$ cat config.mk
export PLATFORM = sky130hd
export DESIGN_NAME = uart_tx_arbiter
export DESIGN_NICKNAME = d
export VERILOG_FILES = /design/src/rtl/uart_tx_arbiter.sv
export SDC_FILE = /design/constraint.sdc
export NUM_CORES = 1
export LEC_CHECK = 0
export CAP_MARGIN = 30
export CORE_MARGIN = 2
export CORE_UTILIZATION = 40
export DETAILED_ROUTE_END_ITERATION = 16
export GPL_TIMING_DRIVEN = 0
export PLACE_DENSITY_LB_ADDON = 0.05
export SKIP_LAST_GASP = 1
export SLEW_MARGIN = 30
export SYNTH_ARGS = -nofsm -noshare
export SYNTH_HDL_FRONTEND = slang
export SYNTH_SLANG_ARGS = --single-unit
$ cat constraint.sdc
create_clock -name clock -period 1.7 [get_ports clock]
set_input_delay 0.34 -clock clock [delete_from_list [all_inputs] [get_ports clock]]
set_output_delay 0.34 -clock clock [all_outputs]
set_load 0.05 [all_outputs]
$ cat src/rtl/uart_tx_arbiter.sv
// Round-robin arbiter sharing one UART transmitter among NUM_REQ valid/ready byte producers.
// Define UART_ARB_FIXED_PRIO_EN to replace round-robin with fixed lowest-index-wins priority.
module uart_tx_arbiter #(
  parameter int unsigned NUM_REQ = 4,
  localparam int unsigned IDW = $clog2(NUM_REQ)
) (
  input  logic                 clock,
  input  logic                 reset_n,
  input  logic [NUM_REQ-1:0]   req_valid,
  input  logic [8*NUM_REQ-1:0] req_data,
  output logic [NUM_REQ-1:0]   req_ready,
  output logic                 tx_send,
  output logic [7:0]           tx_data,
  input  logic                 tx_complete,
  output logic [IDW-1:0]       grant_id,
  output logic                 busy
);

  typedef enum logic [1:0] {
    StResync,
    StIdle,
    StWaitLow,
    StWaitHigh
  } state_e;

  state_e               state_q, state_d;
  logic [NUM_REQ-1:0]   req_ready_q, req_ready_d;
  logic                 tx_send_q, tx_send_d;
  logic [7:0]           tx_data_q, tx_data_d;
  logic [IDW-1:0]       grant_id_q, grant_id_d;
  logic                 busy_q, busy_d;

  logic                 found;
  logic [IDW-1:0]       winner;
  logic [7:0]           winner_data;

`ifndef UART_ARB_FIXED_PRIO_EN
  logic [IDW-1:0]       rr_ptr_q, rr_ptr_d;
`endif

  // Winner search. Round-robin scans indices >= rr_ptr first, then wraps to the low ones;
  // fixed priority uses only the second (lowest-index) pass.
  always_comb begin
    found       = 1'b0;
    winner      = '0;
    winner_data = '0;
`ifndef UART_ARB_FIXED_PRIO_EN
    for (int i = 0; i < NUM_REQ; i++) begin
      if (!found && req_valid[i] && (IDW'(i) >= rr_ptr_q)) begin
        found       = 1'b1;
        winner      = IDW'(i);
        winner_data = req_data[8*i +: 8];
      end
    end
`endif
    for (int i = 0; i < NUM_REQ; i++) begin
      if (!found && req_valid[i]) begin
        found       = 1'b1;
        winner      = IDW'(i);
        winner_data = req_data[8*i +: 8];
      end
    end
  end

  always_comb begin
    state_d     = state_q;
    req_ready_d = '0;
    tx_send_d   = 1'b0;
    tx_data_d   = tx_data_q;
    grant_id_d  = grant_id_q;
    busy_d      = busy_q;
`ifndef UART_ARB_FIXED_PRIO_EN
    rr_ptr_d    = rr_ptr_q;
`endif

    unique case (state_q)
      // Transmitter has no reset: wait for it to report idle before issuing anything.
      StResync: begin
        if (tx_complete) begin
          state_d = StIdle;
          busy_d  = 1'b0;
        end
      end
      StIdle: begin
        if (found) begin
          state_d     = StWaitLow;
          tx_send_d   = 1'b1;
          tx_data_d   = winner_data;
          req_ready_d = NUM_REQ'(1) << winner;
          grant_id_d  = winner;
          busy_d      = 1'b1;
`ifndef UART_ARB_FIXED_PRIO_EN
          rr_ptr_d    = (winner == IDW'(NUM_REQ - 1)) ? '0 : winner + IDW'(1);
`endif
        end
      end
      // No timeout: slow transmitters may take a few cycles to drop complete.
      StWaitLow: begin
        if (!tx_complete) begin
          state_d = StWaitHigh;
        end
      end
      StWaitHigh: begin
        if (tx_complete) begin
          state_d = StIdle;
          busy_d  = 1'b0;
        end
      end
    endcase
  end

  always_ff @(posedge clock or negedge reset_n) begin
    if (!reset_n) begin
      state_q     <= StResync;
      req_ready_q <= '0;
      tx_send_q   <= 1'b0;
      tx_data_q   <= 8'h00;
      grant_id_q  <= '0;
      busy_q      <= 1'b1;
    end else begin
      state_q     <= state_d;
      req_ready_q <= req_ready_d;
      tx_send_q   <= tx_send_d;
      tx_data_q   <= tx_data_d;
      grant_id_q  <= grant_id_d;
      busy_q      <= busy_d;
    end
  end

`ifndef UART_ARB_FIXED_PRIO_EN
  always_ff @(posedge clock or negedge reset_n) begin
    if (!reset_n) begin
      rr_ptr_q <= '0;
    end else begin
      rr_ptr_q <= rr_ptr_d;
    end
  end
`endif

  assign req_ready = req_ready_q;
  assign tx_send   = tx_send_q;
  assign tx_data   = tx_data_q;
  assign grant_id  = grant_id_q;
  assign busy      = busy_q;

`ifndef SYNTHESIS
  a_ready_onehot: assert property (@(posedge clock) disable iff (!reset_n)
    $onehot0(req_ready));
  a_send_with_ready: assert property (@(posedge clock) disable iff (!reset_n)
    tx_send == (req_ready != '0));
  a_grant_range: assert property (@(posedge clock) disable iff (!reset_n)
    32'(grant_id) < NUM_REQ);
`endif

endmodule

== After elaboration in Yosys (flattened, before gate mapping) ==
Cells that the tools add are included.

* Register bits after elaboration: 20
* Input bits: 39
* Output and inout port bits: 16
* Logic and storage cells: 79

* Add/sub/neg operators: 1
* $lt $le $gt $ge: 4
* Equal/unequal tests: 7
* Shift-type cells: 1
* Mux-type cells: 35
* Reductions and logical operators: 24

{| class="wikitable"
|+ Operators by type and width
! operator !! count
|-
| $mux W8 || 8
|-
| $mux W2 || 10
|-
| $mux W1 || 13
|-
| $logic_and A1 B1 Y1 || 11
|-
| $mux W4 || 2
|-
| $logic_not A1 Y1 || 7
|-
| $eq A2 B2 Y1 const B || 3
|-
| $pmux W2 S3 || 1
|-
| $reduce_and A3 Y1 || 2
|-
| $ge A1 B2 Y1 const A || 2
|-
| $ge A2 B2 Y1 const A || 2
|-
| $ne A2 B2 Y1 const B || 2
|-
| $shl A1 B2 Y4 const A || 1
|-
| $add A2 B1 Y2 const B || 1
|-
| $eq A2 B1 Y1 const B || 1
|-
| $logic_not A2 Y1 || 1
|-
| $ne A2 B1 Y1 const B || 1
|-
| $pmux W1 S2 || 1
|-
| $reduce_and A2 Y1 || 1
|-
| $reduce_bool A2 Y1 || 1
|-
| $reduce_or A2 Y1 || 1
|}

== Longest topological paths before layout ==
* Depth in word-level cells: 30
* Mapped depth: 9
* Mapped depth without buffers: 8

== Least setup slack after synthesis ==
Ideal clock, no wire load.

* Path type: reg2reg
* Start point: reg rr_ptr_q[1]
* End point: reg req_ready_q[0], in the netlist req_ready[0]
* Library setup time: 119 ps
* Data arrival time: 1674 ps
* Data required time: 1581 ps
* Path slack: -93 ps
* Cell stages (with the launch flop): 8
* Path buffers: 1
* Period minus slack after synthesis: 1793 ps
* Cells stage by stage: dfrtp_1 > buf_6 > nor2b_4 > a21o_1 > a222oi_1 > inv_1 > ha_1 > and2_1

* Cells in the longest elaborated chain, start to end: 30
* Elaborated cells on any way between the ends: 40
* Classes of those cells: 4 x order compare; 1 x shift; 17 x mux; 18 x reduce/logical

{| class="wikitable"
|+ RTL lines
! element !! line !! RTL
|-
| from (decl) || 38 || <nowiki>logic [IDW-1:0] rr_ptr_q, rr_ptr_d;</nowiki>
|-
| from (signal assigned) || 135 || <nowiki>rr_ptr_q <= rr_ptr_d;</nowiki>
|-
| $ge A1 B2 Y1 || 49 || <nowiki>if (!found && req_valid[i] && (IDW'(i) >= rr_ptr_q)) begin</nowiki>
|-
| $logic_and A1 B1 Y1 || 49 ||
|-
| $mux W1 || 49 ||
|-
| $logic_not A1 Y1 || 49 ||
|-
| $logic_and A1 B1 Y1 (2 in series) || 49 ||
|-
| $mux W1 || 49 ||
|-
| $logic_not A1 Y1 || 49 ||
|-
| $logic_and A1 B1 Y1 (2 in series) || 49 ||
|-
| [14 not listed] || -- ||
|-
| $logic_not A1 Y1 || 57 || <nowiki>if (!found && req_valid[i]) begin</nowiki>
|-
| $logic_and A1 B1 Y1 || 57 ||
|-
| $mux W2 (*) || 57 ||
|-
| named net winner[0] || 34 || <nowiki>logic [IDW-1:0] winner;</nowiki>
|-
| $shl A1 B2 Y4 (*) || 89 || <nowiki>req_ready_d = NUM_REQ'(1) << winner;</nowiki>
|-
| $mux W4 (*) || 85 || <nowiki>if (found) begin</nowiki>
|-
| $mux W4 (*) || 76 || <nowiki>unique case (state_q)</nowiki>
|-
| named net req_ready_d[0] || 27 || <nowiki>logic [NUM_REQ-1:0] req_ready_q, req_ready_d;</nowiki>
|-
| to (signal assigned) || 122 || <nowiki>req_ready_q <= req_ready_d;</nowiki>
|-
| to (decl) || 27 ||
|}

The timed path passes the listed nets; every way through them passes the cells marked *.
A chain may end at the register's enable or synchronous reset.

== Worst setup path after layout ==
* Start point: reg rr_ptr_q[1]
* End point: reg tx_data_q[7], in the netlist tx_data[7]

* Cells in the longest elaborated chain, start to end: 28
* Elaborated cells on any way between the ends: 39
* Classes of those cells: 4 x order compare; 16 x mux; 19 x reduce/logical

{| class="wikitable"
|+ RTL lines
! element !! line !! RTL
|-
| $ge A1 B2 Y1 || 49 ||
|-
| $logic_and A1 B1 Y1 || 49 ||
|-
| $mux W1 || 49 ||
|-
| $logic_not A1 Y1 || 49 ||
|-
| $logic_and A1 B1 Y1 (2 in series) || 49 ||
|-
| $mux W1 || 49 ||
|-
| $logic_not A1 Y1 || 49 ||
|-
| $logic_and A1 B1 Y1 (2 in series) || 49 ||
|-
| [10 not listed] || -- ||
|-
| $mux W1 || 57 ||
|-
| $logic_not A1 Y1 || 57 ||
|-
| $logic_and A1 B1 Y1 || 57 ||
|-
| $mux W1 || 57 ||
|-
| $logic_not A1 Y1 || 57 ||
|-
| $logic_and A1 B1 Y1 || 57 ||
|-
| $mux W1 || 57 ||
|-
| $reduce_and A2 Y1 (no line) || -- ||
|-
| to (signal assigned) || 124 || <nowiki>tx_data_q <= tx_data_d;</nowiki>
|-
| to (decl) || 29 || <nowiki>logic [7:0] tx_data_q, tx_data_d;</nowiki>
|}

Several ways; a longest one is shown, not always the timed one.

==> metrics.md <==
| Metric | Value |
|---|---|
| Post-place setup slack | `-0.781 ns` |
| Worst-Margin Slew | `0.508 ns` |
| Reg clk slew, reported paths | `0.08 ns` |
| WP data required | `1.87 ns` |
| Final instance area | `2660 um^2` |
| Syn Inst Count | `173` |
| GRT Total Usage | `26.2%` |
| CTS Buffer Depth | `2` |
| Sequential share of power | `19.4%` |
| Relative slew slack | `66.2%` |
| Detailed Route WL | `5.69 mm` |
| CTS Buf Count | `3` |
| Final Skew | `0.00179 ns` |
| CTS H-tree lvls | `1` |
| Synthesis Warnings | `0` |
| CP arrival | `1.92 ns` |
| Max cap viols | `0` |
| Total die area | `4520 um^2` |
| Via Count | `1717` |
| Placed Area | `2200 um^2` |
| CORE AREA | `3740 um^2` |
| P_leak | `1.22 nW` |
| Critical setup path kind | `flip-flop to flip-flop` |
| Detailed Routing Iterations Pass 1 | `5` |
| Syn nets | `219` |
| Fillers | `285` |
| Tmin final | `1.75 ns` |
| Routed wire per std cell | `19.5 um` |
| Clock sink total | `20` |
| #FFs+latches synth | `20` |
| Worst Hold Slack | `0.0306 ns` |
| I/O pin total | `55` |
| CTS Root Cell | `clkbuf_8` |
| Largest net degree at the start of global routing | `21` |
| Clk pwr share | `11.5%` |
| Most common cell after layout, fill and taps aside | `clkdlybuf4s50_1` |
| Reg-to-reg critical path startpoint | `rr_ptr_q[1]` |
| ANT nets after route | `0` |
| Layout cell share with drive strength beyond 1 | `32.4%` |
| Grt ovf | `0` |
| Final hold vios | `0` |
| Part of the power in combinational logic | `69.1%` |
| Met3 Use GR | `4.33%` |
| P per Cell Area | `1600 nW/um^2` |
| Most frequent cells in the layout | `clkdlybuf4s50_1, dfrtp_1, inv_1` |
| RePlAce Congestion | `0.813` |
| Antenna diodes | `0` |
| Power Internal | `0.00221 W` |
| CTS tree | `built` |
| Peak Freq | `571 MHz` |
| Synth cell types | `36` |
| Vias in the first global route | `1877` |
| Sw Share | `48.1%` |
| GRT met2 Usage | `45.0%` |
| Run status | `finished with violations` |
| RSZ-0062 raised after global routing | `yes` |
| Syn Std Cell Area | `1600 um^2` |
| Height of the die | `67.2 um` |
| IO Port Bufs | `53` |
| Violated checks | `negative setup slack` |
| Initial antenna violation count | `0` |
| Die Width | `67.2 um` |
| DRC errors left | `0` |
| Fin cells | `292` |
| Post-DR vias/cell | `5.88` |
| Syn Area/Cell | `9.24 um^2` |
| Slew Limit Fails | `0` |
| FP Rows | `22` |
| Final setup violation count | `11` |
| Worst Hold Class | `input port to async pin` |
| Drt first-iter violations | `133` |
| Global-route wire length before repair | `8.91 mm` |
| Gr busiest metal | `met2` |
| Net Sw Power | `0.00205 W` |
| Clk_lat worst skew | `0.26 ns` |
| Crit share post-route | `103%` |
| Crit end category | `flip-flop` |
| Register area share after synthesis | `31.4%` |
| Crit path max fanout | `8` |
| Setup ws final | `-0.0499 ns` |
| Peak supply drop | `0.886 mV` |
| Critical path origin | `rr_ptr_q[1]` |
| Dpl hpwl | `3.65 mm` |
| Worst Setup Start Kind | `flip-flop` |
| M1 GR Usage | `32.2%` |
| R2R Setup Slk | `-0.05 ns` |
| Initial core utilization | `42.7%` |
| Cell total after placement | `274` |
| Synth-to-layout area growth | `66.3%` |
| Final nets | `291` |
what timing repair did:
item | in CTS | in global routing
gates resized for setup | 62 | 27
setup buffers | 12 | 4
hold buffers | 0 | 0
pin swaps | 7 | 13
setup endpoints to repair | 35 | 17
flip-flops by register name, indices dropped and copies added, names as in the netlist:
| signal | count |
|---|---|
| grant_id | 2 |
| tx_data | 8 |
| req_ready | 4 |
| rr_ptr_q | 2 |
| busy | 1 |
| tx_send | 1 |
| state_q | 2 |
cells by family after synthesis:
| logic type | synth area share, % |
|---|---|
| flops | 31.4 |
| fa+ha+maj | 5.48 |
| simple gates | 17.3 |
| mux | 5.63 |
| compound gates | 30.5 |
| buf+inv | 9.70 |
path summary, 6_finish.rpt:
| check | end | cells after the start |
|---|---|---|
| max | tx_data[7] | 5 |
| min | tx_data[7] | 1 |
| max reg2reg | tx_data[7] | 5 |
| min reg2reg | busy | 2 |
| max in group asynchronous | busy | 1 |
| min in group clock | busy | 2 |
cells in the mapped netlist (all sizes together):
master	count	area (um^2)
nand2	11	57.6
a21oi	4	20.0
nor2b	4	32.5
inv	19	71.3
a31oi	8	50.1
dfstp	1	26.3
o32ai	8	70.1
and2	4	25.0
a221o	1	10.0
buf	9	67.6
o21a	1	7.51
o22ai	8	50.1
a222oi	1	10.0
and2b	1	10.0
ha	7	87.6
nand2b	2	12.5
and3b	8	70.1
a221oi	16	190
o21ai	10	50.1
nor2	11	41.3
o221ai	1	15.0
dfrtp	19	475
nand3	1	5.00
or4b	1	10.0
mux2i	9	90.1
nor4	2	12.5
a22oi	1	7.51
clkbuf	4	16.3
a21o	1	7.51
power by group through the flow:
stage / logic [W] / clock network [W] / registers (W)
floorplan: 0.00117 / 0 / 0.00137
global placement: 0.00243 / 0 / 0.000809
detailed placement: 0.00248 / 0 / 0.000819
CTS: 0.00277 / 0.000504 / 0.000809
global route: 0.00313 / 0.000522 / 0.000853
finish: 0.00295 / 0.000489 / 0.000827
per-layer routing:
layer	vias to the layer above	share of wire [%]
li1	797	-
met1	826	41
met2	80	51
met3	14	6.2
met4	0	1.6
met5	-	0
metrics by stage:
stage                     setup TNS [ns]  util (%)  power, W
after floorplan                   -0.147         -   0.00255
after global placement            -12.67      58.7   0.00324
after detailed placement          -13.48      58.7   0.00330
after CTS                         -0.492      68.8   0.00408
after global routing               -1.01      71.0   0.00451
final                             -0.214      71.0   0.00426
worst max-delay path, cell delays in order (launching register included):
cell and delay, ns:
dfrtp_1 0.43, nor2b_4 0.19, or4b_4 0.56, nand2_8 0.15, a221oi_2 0.05, a221oi_2 0.27
layout make-up:
cell class / count / area, um^2 / area share [%]
Timing Repair Buffer: 69 / 657 / 24.7
Buffer: 11 / 116 / 4.38
Clock inverter: 1 / 30.0 / 1.13
Inverter: 19 / 73.8 / 2.78
Clock buffer: 3 / 41.3 / 1.55
Sequential cell: 20 / 502 / 18.9
Multi-Input combinational cell: 121 / 1180 / 44.3
Tap cell: 48 / 60.1 / 2.26
(Power assumes the default switching activity.)
